## src/rtl/traffic_pkg.sv

```systemverilog
`default_nettype none
// +----------------------------------------------------------------------+
// | traffic_pkg : shared light codes and lane indices for the signal set |
// | Rev 1.0                                                              |
// +----------------------------------------------------------------------+
package traffic_pkg;

    localparam logic [2:0] LIGHT_RED    = 3'b100;
    localparam logic [2:0] LIGHT_YELLOW = 3'b010;
    localparam logic [2:0] LIGHT_GREEN  = 3'b001;

    localparam int NUM_LANES  = 4;
    localparam int LANE_NS    = 0;
    localparam int LANE_EW    = 1;
    localparam int LANE_SW_NE = 2;
    localparam int LANE_WN_ES = 3;

    localparam int DCNT_W = 16;
    localparam int WCNT_W = 17;

    // Only the exact one-hot green code grants service; anything else waits.
    function automatic logic is_green(input logic [2:0] light);
        return light == LIGHT_GREEN;
    endfunction

endpackage
`default_nettype wire

```

## src/rtl/lane_conditioner.sv

```systemverilog
`default_nettype none
// +----------------------------------------------------------------------+
// | lane_conditioner : sync, debounce, demand latch and wait timer       |
// | Rev 1.0                                                              |
// +----------------------------------------------------------------------+
module lane_conditioner
    import traffic_pkg::*;
#(
    parameter int unsigned DEBOUNCE = 4,
    parameter int unsigned MAX_WAIT = 1000
) (
    input  logic       clk,
    input  logic       rst,
    input  logic       sensor_i,
    input  logic [2:0] light_i,
    output logic       traffic_o,
    output logic       starved_o
);

    localparam logic [DCNT_W-1:0] DB_LAST  = DCNT_W'(DEBOUNCE - 1);
    localparam logic [WCNT_W-1:0] WAIT_MAX = WCNT_W'(MAX_WAIT);

    logic [1:0]        sync_q;
    logic              filt_q;
    logic              filt_d;
    logic [DCNT_W-1:0] dcnt_q;
    logic [DCNT_W-1:0] dcnt_d;
    logic              req_q;
    logic              req_d;
    logic [WCNT_W-1:0] wcnt_q;
    logic [WCNT_W-1:0] wcnt_d;
    logic              starved_q;
    logic              starved_d;
    logic              green;

    always_ff @(posedge clk or posedge rst) begin
        if (rst) begin
            sync_q    <= '0;
            filt_q    <= 1'b0;
            dcnt_q    <= '0;
            req_q     <= 1'b0;
            wcnt_q    <= '0;
            starved_q <= 1'b0;
        end else begin
            sync_q    <= {sync_q[0], sensor_i};
            filt_q    <= filt_d;
            dcnt_q    <= dcnt_d;
            req_q     <= req_d;
            wcnt_q    <= wcnt_d;
            starved_q <= starved_d;
        end
    end

    always_comb begin
        green  = is_green(light_i);
        filt_d = filt_q;
        dcnt_d = '0;
        if (sync_q[1] != filt_q) begin
            if (dcnt_q == DB_LAST) begin
                filt_d = ~filt_q;
            end else begin
                dcnt_d = dcnt_q + 1'b1;
            end
        end

        // Service clears take priority so a lingering car re-requests later.
        req_d = req_q;
        if (green) begin
            req_d = 1'b0;
        end else if (filt_q) begin
            req_d = 1'b1;
        end

        wcnt_d = '0;
        if (req_q && !green) begin
            wcnt_d = (wcnt_q == WAIT_MAX) ? wcnt_q : wcnt_q + 1'b1;
        end
        starved_d = (wcnt_d == WAIT_MAX);
    end

    assign traffic_o = req_q;
    assign starved_o = starved_q;

endmodule
`default_nettype wire

```

## src/rtl/traffic_sensor_conditioner.sv

```systemverilog
`default_nettype none
// +----------------------------------------------------------------------+
// | traffic_sensor_conditioner : four-lane detector front end            |
// | Rev 1.0                                                              |
// +----------------------------------------------------------------------+
module traffic_sensor_conditioner
    import traffic_pkg::*;
#(
    parameter int unsigned DEBOUNCE = 4,
    parameter int unsigned MAX_WAIT = 1000
) (
    input  logic                 clk,
    input  logic                 rst,
    input  logic                 ns_sensor,
    input  logic                 ew_sensor,
    input  logic                 sw_ne_sensor,
    input  logic                 wn_es_sensor,
    input  logic [2:0]           ns_light,
    input  logic [2:0]           ew_light,
    input  logic [2:0]           sw_ne_light,
    input  logic [2:0]           wn_es_light,
    output logic                 ns_traffic,
    output logic                 ew_traffic,
    output logic                 sw_ne_traffic,
    output logic                 wn_es_traffic,
    output logic [NUM_LANES-1:0] starved
);

    logic [NUM_LANES-1:0] sensor_w;
    logic [NUM_LANES-1:0] traffic_w;
    logic [2:0]           light_w [NUM_LANES];

    assign sensor_w = {wn_es_sensor, sw_ne_sensor, ew_sensor, ns_sensor};

    assign light_w[LANE_NS]    = ns_light;
    assign light_w[LANE_EW]    = ew_light;
    assign light_w[LANE_SW_NE] = sw_ne_light;
    assign light_w[LANE_WN_ES] = wn_es_light;

    for (genvar i = 0; i < NUM_LANES; i++) begin : g_lane
        lane_conditioner #(
            .DEBOUNCE (DEBOUNCE),
            .MAX_WAIT (MAX_WAIT)
        ) u_lane (
            .clk       (clk),
            .rst       (rst),
            .sensor_i  (sensor_w[i]),
            .light_i   (light_w[i]),
            .traffic_o (traffic_w[i]),
            .starved_o (starved[i])
        );
    end

    assign ns_traffic    = traffic_w[LANE_NS];
    assign ew_traffic    = traffic_w[LANE_EW];
    assign sw_ne_traffic = traffic_w[LANE_SW_NE];
    assign wn_es_traffic = traffic_w[LANE_WN_ES];

endmodule
`default_nettype wire

```

## config.mk

```make
export PLATFORM = sky130hd
export DESIGN_NAME = traffic_sensor_conditioner
export DESIGN_NICKNAME = d
export VERILOG_FILES = /design/src/rtl/traffic_pkg.sv /design/src/rtl/lane_conditioner.sv /design/src/rtl/traffic_sensor_conditioner.sv
export SDC_FILE = /design/constraint.sdc
export NUM_CORES = 1
export LEC_CHECK = 0
export CAP_MARGIN = 25
export CORE_ASPECT_RATIO = 2
export CORE_UTILIZATION = 49
export CTS_CLUSTER_DIAMETER = 120
export DETAILED_ROUTE_END_ITERATION = 7
export PLACE_DENSITY = 0.73
export REMOVE_ABC_BUFFERS = 1
export SLEW_MARGIN = 30
export SYNTH_ARGS = -nofsm -noshare
export SYNTH_HDL_FRONTEND = slang
export SYNTH_SLANG_ARGS = --single-unit
export TNS_END_PERCENT = 5
```

## constraint.sdc

```tcl
create_clock -name clk -period 10.9 [get_ports clk]
set_input_delay 1.635 -clock clk [delete_from_list [all_inputs] [get_ports clk]]
set_output_delay 1.635 -clock clk [all_outputs]
set_load 0.02 [all_outputs]
```

==> impl_metrics.env, run 1 <==
export IMPL_outcome="finished, final reports clean"
export IMPL_rsz0062_at_grt="no"
export IMPL_cts_sinks=152
export IMPL_crit_type="input port to flip-flop"
export IMPL_die_h_um=179.9
export IMPL_ys_dominant_reg_cell="sky130_fd_sc_hd__dfrtp_1"
export IMPL_grt_use_met1_pct=21.02
export IMPL_timing_critical_path_required_ns=11.22
export IMPL_crit_fanout=19
export IMPL_multi_input_area_um2=3736
export IMPL_global_route_wire_length_before_repair_mm=26.88
export IMPL_dieArea_um2=16360
export IMPL_clock_fmax_mhz=287.9
export IMPL_grt_max_degree=94
export IMPL_diodes=0
export IMPL_worst_hold_startpoint="g_lane[0].u_lane.sync_q[0]"
export IMPL_rows=64
export IMPL_routabilityCongestion=0.8848
export IMPL_register_area_um2=3804
export IMPL_synthArstFlopShare_pct=100.0
export IMPL_timing_max_transition_violations_final=0
export IMPL_min_period_ns=3.474
export IMPL_maximum_clock_path_buffer_count=2
export IMPL_critPathLaunchType="input port"
export IMPL_synth_top_area_cells="sky130_fd_sc_hd__dfrtp_1 (49%), sky130_fd_sc_hd__nor2_1 (6.7%), sky130_fd_sc_hd__xor2_1 (6.6%), sky130_fd_sc_hd__xnor2_1 (6.0%), sky130_fd_sc_hd__nand3_1 (2.8%)"
export IMPL_final_design_area_no_fill_um2=8797
export IMPL_yosys_area_top_type="sky130_fd_sc_hd__dfrtp_1"
export IMPL_synth_cells=810
export IMPL_post_route_drc_count=0
export IMPL_synth_yosys_warnings=0
export IMPL_layout_drive_gt1_share_pct=5.018
export IMPL_syn_cell_area_um2=7754
export IMPL_number_of_synthesized_register_bits=152
export IMPL_grt_total_usage_pct=20.32
export IMPL_global_route_overflow_total=0
export IMPL_cts_hold_fix_buffers=0
export IMPL_cts_setup_buffers=0
export IMPL_instances_no_fill=1035
export IMPL_max_slew_margin_pct=44.71
export IMPL_tightest_slew_ns=0.8294
export IMPL_drt_pass1_iterations=4
export IMPL_final_setup_worst_slack_ns=7.426
export IMPL_synth_edff_count=0
export IMPL_detailed_place_hpwl_mm=10.63
export IMPL_leading_cell_type_by_number_of_instances_after_synthesis="sky130_fd_sc_hd__dfrtp_1"
export IMPL_die_w_um=90.95
export IMPL_cts_clk_slew_worst_paths_ns=0.06
export IMPL_capturing_element_type_of_the_critical_path="flip-flop"
export IMPL_io_buffer_count=25
export IMPL_synth_avg_cell_area_um2=9.572
export IMPL_peakVddDrop_mv=0.1382
export IMPL_hold_path_end="g_lane[0].u_lane.sync_q[1]"
export IMPL_cts_root_buffer="sky130_fd_sc_hd__clkbuf_16"
export IMPL_final_setup_skew_ns=0.006122
export IMPL_numPlacedInstances=1004
export IMPL_numnets_final=855
export IMPL_setup_total_negative_slack_ns=0
export IMPL_post_synth_most_frequent_cells="sky130_fd_sc_hd__dfrtp_1 (152), sky130_fd_sc_hd__nor2_1 (138), sky130_fd_sc_hd__xor2_1 (58)"
export IMPL_hold_path_class="flip-flop to flip-flop"
export IMPL_ff2ff_path_depth=7
export IMPL_grt_busiest_layer="met2"
export IMPL_tritoncts="built"
export IMPL_io_pins=26
export IMPL_drt_wirelength_per_cell_um=14.79
export IMPL_clock_tree_htree_level_count=4
export IMPL_antenna_found_initial=0
export IMPL_viasPerCell=5.687
export IMPL_groute_layer_met3_usage_pct=3.469
export IMPL_ant_nets=0
export IMPL_rrSetupSlack_ns=8.24
export IMPL_dr_first_iter_drc_count=231
export IMPL_report_final_hold_viol_count=0
export IMPL_worstSkewPairLatency_ns=0.42
export IMPL_power_leakage_nw=3.693
export IMPL_num_fill_cells=1374
export IMPL_worst_r2r_endpoint="g_lane[2].u_lane.starved_o"
export IMPL_reg_to_reg_start="g_lane[2].u_lane.wcnt_q[0]"
export IMPL_power_density_nw_per_um2=184.9
export IMPL_area_of_placed_instances_um2=8133
export IMPL_cts_resized=0
export IMPL_drv_cap=0
export IMPL_core_area_um2=15370
export IMPL_proportion_of_netlist_area_held_by_the_largest_area_contributor_pct=49.06
export IMPL_vias=5886
export IMPL_data_arrival_time_at_the_worst_slack_endpoint_ns=3.79
export IMPL_report_final_setup_viol=0
export IMPL_synthesis_to_finish_area_growth_pct=13.46
export IMPL_met2_usage_pct=38.52
export IMPL_routed_wirelength_mm=15.30
export IMPL_numCtsBuffers=17
export IMPL_ys_seq_area_share_pct=49.06
export IMPL_synth_cell_type_count=50
export IMPL_via_count_of_the_first_global_routing_pass=6054
export IMPL_min_path_cells=0
export IMPL_period_share_pct=31.87
export IMPL_start_util_pct=50.43
export IMPL_dp_slack_ns=7.017
[power breakdown]
group	internal (W)	leakage, nW	switching, W
clock network	0.000435	0.328	0.000229
registers	0.000617	2.06	0.0000735
logic	0.000102	1.31	0.000170
[metal layers]
layer	routed length [um]	up-vias
met5	0	-
li1	-	2851
met2	8786	93
met1	5748	2906
met3	338	36
met4	430	0
[critical path: stages]
cell and delay, ns:
sky130_fd_sc_hd__clkdlybuf4s50_1 0.39, sky130_fd_sc_hd__nor3b_1 0.15, sky130_fd_sc_hd__nand2b_1 0.46, sky130_fd_sc_hd__a21oi_1 0.34
sky130_fd_sc_hd__nand4b_1 0.12, sky130_fd_sc_hd__or4b_1 0.51, sky130_fd_sc_hd__nor4_1 0.18
[flip-flops by register name, indices dropped and copies added (netlist names)]
name,flops
g_lane.u_lane.sync_q,8
g_lane.u_lane.starved_o,4
g_lane.u_lane.dcnt_q,64
g_lane.u_lane.filt_q,4
g_lane.u_lane.wcnt_q,68
g_lane.u_lane.traffic_o,4
[through the flow]
step	utilization [%]	power (W)	hold WS (ns)
floorplan	-	0.0008831	0.3312
global placement	52.90	0.0009701	0.3337
detailed placement	52.90	0.0009753	0.3428
CTS	57.22	0.001647	0.3519
global route	57.22	0.001714	0.3693
finish	57.22	0.001627	0.3506
[logic make-up after synthesis]
kind of cell | synth area share (%)
AO/OA/AOI/OAI | 4.777
XOR/XNOR | 12.54
adder cells (fa/ha/maj) | 2.065
buffers and inverters | 2.759
flip-flops | 49.06
multiplexers | 1.614
AND/OR/NAND/NOR | 27.19
[worst max-delay path by stage]
stage	start	end	slack, ns	depth (start not counted)
6_report	sw_ne_light[0]	g_lane[2].u_lane.starved_o	7.43	7
2_1_floorplan	rst	g_lane[0].u_lane.dcnt_q[0]	5.17	1
3_3_place_gp	sw_ne_light[0]	g_lane[2].u_lane.starved_o	6.97	6
5_1_grt	sw_ne_light[0]	g_lane[2].u_lane.starved_o	7.18	6
4_1_cts	sw_ne_light[0]	g_lane[2].u_lane.starved_o	7.44	6
3_5_place_dp	sw_ne_light[0]	g_lane[2].u_lane.starved_o	7.02	6
[cell type report]
| class | instances | share of cell area, % |
|---|---|---|
| multi-input cells | 606 | 42.47 |
| clock buffers | 19 | 5.035 |
| inverters | 22 | 0.9956 |
| repair buffers | 26 | 2.930 |
| well taps | 198 | 2.816 |
| clock inverters | 12 | 2.517 |
| flip-flops and latches | 152 | 43.24 |
[cell usage in the layout, fill, tap and decap left out, types with 4 or more instances in the layout]
cell	instances
sky130_fd_sc_hd__nor4b_1	4
sky130_fd_sc_hd__and2_1	5
sky130_fd_sc_hd__xor2_1	58
sky130_fd_sc_hd__nor2_1	138
sky130_fd_sc_hd__mux2i_1	8
sky130_fd_sc_hd__nor3b_1	8
sky130_fd_sc_hd__ha_1	12
sky130_fd_sc_hd__nand2_1	43
sky130_fd_sc_hd__o31ai_1	4
sky130_fd_sc_hd__o21ai_0	20
sky130_fd_sc_hd__nand2b_1	4
sky130_fd_sc_hd__a21oi_1	24
sky130_fd_sc_hd__nand3_1	44
sky130_fd_sc_hd__or4_1	4
sky130_fd_sc_hd__nor3_1	26
sky130_fd_sc_hd__or3_1	18
sky130_fd_sc_hd__nor4_1	26
sky130_fd_sc_hd__dfrtp_1	152
sky130_fd_sc_hd__xnor2_1	53
sky130_fd_sc_hd__and3_1	28
sky130_fd_sc_hd__mux2_2	4
sky130_fd_sc_hd__bufinv_16	6
sky130_fd_sc_hd__nand4b_1	5
sky130_fd_sc_hd__nor2b_1	4
sky130_fd_sc_hd__nand4_1	32
sky130_fd_sc_hd__clkbuf_16	17
sky130_fd_sc_hd__clkdlybuf4s50_1	25
sky130_fd_sc_hd__a31oi_1	6
sky130_fd_sc_hd__inv_1	21
No activity file was read; power rests on OpenSTA's default activity.
==> run 2, diff against run 1 <==
Clock period 10.9 ns to 3.42 ns, I/O delays scaled along.
==> impl_metrics.env, run 2 (synthesis gave the netlist of run 1 again) <==
export IMPL_outcome="finished, final reports clean"
export IMPL_most_common_layout_cells="sky130_fd_sc_hd__dfrtp_1 (152), sky130_fd_sc_hd__nor2_1 (138), sky130_fd_sc_hd__xor2_1 (58)"
export IMPL_dr_first_iter_drc_count=302
export IMPL_cts_sinks=152
export IMPL_report_final_hold_viol_count=0
export IMPL_drt_pass1_iterations=4
export IMPL_worstSkewPairLatency_ns=0.43
export IMPL_worstPathBufferInverterCount=0
export IMPL_capturing_element_type_of_the_critical_path="flip-flop"
export IMPL_cts_setup_buffers=0
export IMPL_power_clock_fraction_pct=36.8
export IMPL_routed_wirelength_mm=15.53
export IMPL_instances_no_fill=1040
export IMPL_via_count_of_the_first_global_routing_pass=6085
export IMPL_tightest_slew_ns=0.7450
export IMPL_ant_nets=0
export IMPL_grt_total_usage_pct=20.49
export IMPL_min_path_cells=0
export IMPL_crit_fanout=9
export IMPL_ff2ff_path_depth=7
export IMPL_dieArea_um2=16360
export IMPL_core_area_um2=15370
export IMPL_timing_critical_path_required_ns=3.74
export IMPL_period_share_pct=75.69
export IMPL_largestRegisters="g_lane.u_lane.wcnt_q: 68 flops, g_lane.u_lane.dcnt_q: 64 flops, g_lane.u_lane.sync_q: 8 flops"
export IMPL_numnets_final=859
export IMPL_num_fill_cells=1362
export IMPL_p_sw_share_pct=32.14
export IMPL_antenna_found_initial=0
export IMPL_numCtsBuffers=17
export IMPL_critical_path_depth=7
export IMPL_internal_power_w=0.003315
export IMPL_reg_to_reg_start="g_lane[2].u_lane.wcnt_q[0]"
export IMPL_report_final_setup_viol=0
export IMPL_hold_path_class="flip-flop to flip-flop"
export IMPL_top_register="g_lane.u_lane.wcnt_q"
export IMPL_path_cells="ha_1 > nand3_1 > nor3_1 > xnor2_1 > nand4b_1 > or4b_1 > nor4_1"
export IMPL_cts_clk_slew_worst_paths_ns=0.06
export IMPL_switching_power_w=0.001570
export IMPL_viasPerCell=5.647
export IMPL_die_h_um=179.9
export IMPL_post_route_drc_count=0
export IMPL_tritoncts="built"
export IMPL_clock_tree_htree_level_count=4
export IMPL_crit_type="flip-flop to flip-flop"
export IMPL_rrSetupSlack_ns=0.83
export IMPL_drt_wirelength_per_cell_um=14.93
export IMPL_timing_max_transition_violations_final=0
export IMPL_critPathLaunchType="flip-flop"
export IMPL_global_route_overflow_total=0
export IMPL_min_period_ns=2.589
export IMPL_maximum_clock_path_buffer_count=2
export IMPL_worst_hold_startpoint="g_lane[3].u_lane.sync_q[0]"
export IMPL_cts_resized=0
export IMPL_cts_hold_fix_buffers=0
export IMPL_die_w_um=90.95
export IMPL_fin_hold_ws_ns=0.3512
export IMPL_worst_r2r_endpoint="g_lane[2].u_lane.starved_o"
export IMPL_io_buffer_count=25
export IMPL_data_arrival_time_at_the_worst_slack_endpoint_ns=2.91
export IMPL_global_route_wire_length_before_repair_mm=27.12
export IMPL_numPlacedInstances=1008
export IMPL_finish_utilization_pct=56.89
export IMPL_io_pins=26
export IMPL_layout_drive_gt1_share_pct=5.701
export IMPL_largest_register_ff_count=68
export IMPL_routabilityCongestion=0.8605
export IMPL_detailed_place_hpwl_mm=10.74
export IMPL_synthesis_to_finish_area_growth_pct=12.81
export IMPL_final_setup_skew_ns=0.006854
export IMPL_cts_root_buffer="sky130_fd_sc_hd__clkbuf_16"
export IMPL_critical_path_top_delay_family="simple AND/OR/NAND/NOR gates"
export IMPL_final_common_cell="sky130_fd_sc_hd__dfrtp_1"
export IMPL_power_density_nw_per_um2=558.5
export IMPL_max_slew_margin_pct=50.34
export IMPL_timing_critical_path_slowest_cell_delay_ns=0.55
export IMPL_peakVddDrop_mv=0.4015
export IMPL_final_setup_worst_slack_ns=0.8314
export IMPL_rows=64
export IMPL_clock_fmax_mhz=386.3
export IMPL_combinationalPowerShare_pct=18.2
export IMPL_hold_path_end="g_lane[3].u_lane.sync_q[1]"
export IMPL_grt_max_degree=70
export IMPL_power_leakage_nw=3.667
export IMPL_rsz0062_at_grt="no"
export IMPL_share_seq_of_total_power_pct=45.0
export IMPL_diodes=0
export IMPL_vias=5873
export IMPL_critical_path_slowest_cell="sky130_fd_sc_hd__nor3_1"
export IMPL_dp_slack_ns=0.8594
export IMPL_start_util_pct=50.43
export IMPL_drv_cap=0
-- run 2: changes by cell type in the layout (fill, tap and decap cells not counted), sizes merged --
cell and delta:
buf +4, clkinv -1, bufinv -6, clkbuf +1
clkinvlp +2, inv +5
-- run 2: power by group through the flow --
stage          clock network [W]  logic, W  registers [W]
6_report                 0.00180  0.000889        0.00220
5_1_grt                  0.00192   0.00101        0.00223
4_1_cts                  0.00184  0.000903        0.00220
3_5_place_dp                   0  0.000893        0.00223
3_3_place_gp                   0  0.000877        0.00222
2_1_floorplan                  0  0.000628        0.00219
-- run 2: cell type report --
class	count	area (um^2)	share of cell area (%)
multi-input cells	606	3736	42.71
repair buffers	30	300.3	3.433
inverters	22	87.58	1.001
clock buffers	20	466.7	5.335
clock inverters	12	105.1	1.202
flip-flops and latches	152	3804	43.48
well taps	198	247.7	2.832
-- run 2: stage by stage --
step | TNS [ns] | power, W | area (um^2)
floorplan | -180.29 | 0.002815 | 7622
global placement | 0 | 0.003098 | 8175
detailed placement | 0 | 0.003120 | 8175
CTS | 0 | 0.004942 | 8747
global route | 0 | 0.005162 | 8747
finish | 0 | 0.004885 | 8747
-- run 2: per-layer routing --
layer  wire length (um)  vias up  part of all wire, %  global-route usage (%)
met1               5980     2883                   39                   21.12
met4                415        0                  2.7                   10.10
li1                   -     2853                    -                       -
met5                  0        -                    0                       0
met3                373       30                  2.4                   3.765
met2               8764      107                   56                   38.76
-- run 2: worst max-delay path by stage --
stage	startpoint	endpoint	slack, ns
after global placement	ns_light[0]	g_lane[0].u_lane.starved_o	0.91
after detailed placement	ns_light[0]	g_lane[0].u_lane.starved_o	0.86
after CTS	g_lane[2].u_lane.wcnt_q[0]	g_lane[2].u_lane.starved_o	0.85
after floorplan	rst	g_lane[0].u_lane.dcnt_q[0]	-1.19
after global routing	g_lane[2].u_lane.wcnt_q[0]	g_lane[2].u_lane.starved_o	0.59
final	g_lane[2].u_lane.wcnt_q[0]	g_lane[2].u_lane.starved_o	0.83
-- run 2: worst register-to-register path, stage by stage, from the launching register on --
cell                       delay [ns]
sky130_fd_sc_hd__dfrtp_1         0.45
sky130_fd_sc_hd__ha_1            0.22
sky130_fd_sc_hd__nand3_1         0.25
sky130_fd_sc_hd__nor3_1          0.56
sky130_fd_sc_hd__xnor2_1         0.21
sky130_fd_sc_hd__nand4b_1        0.13
sky130_fd_sc_hd__or4b_1          0.50
sky130_fd_sc_hd__nor4_1          0.18
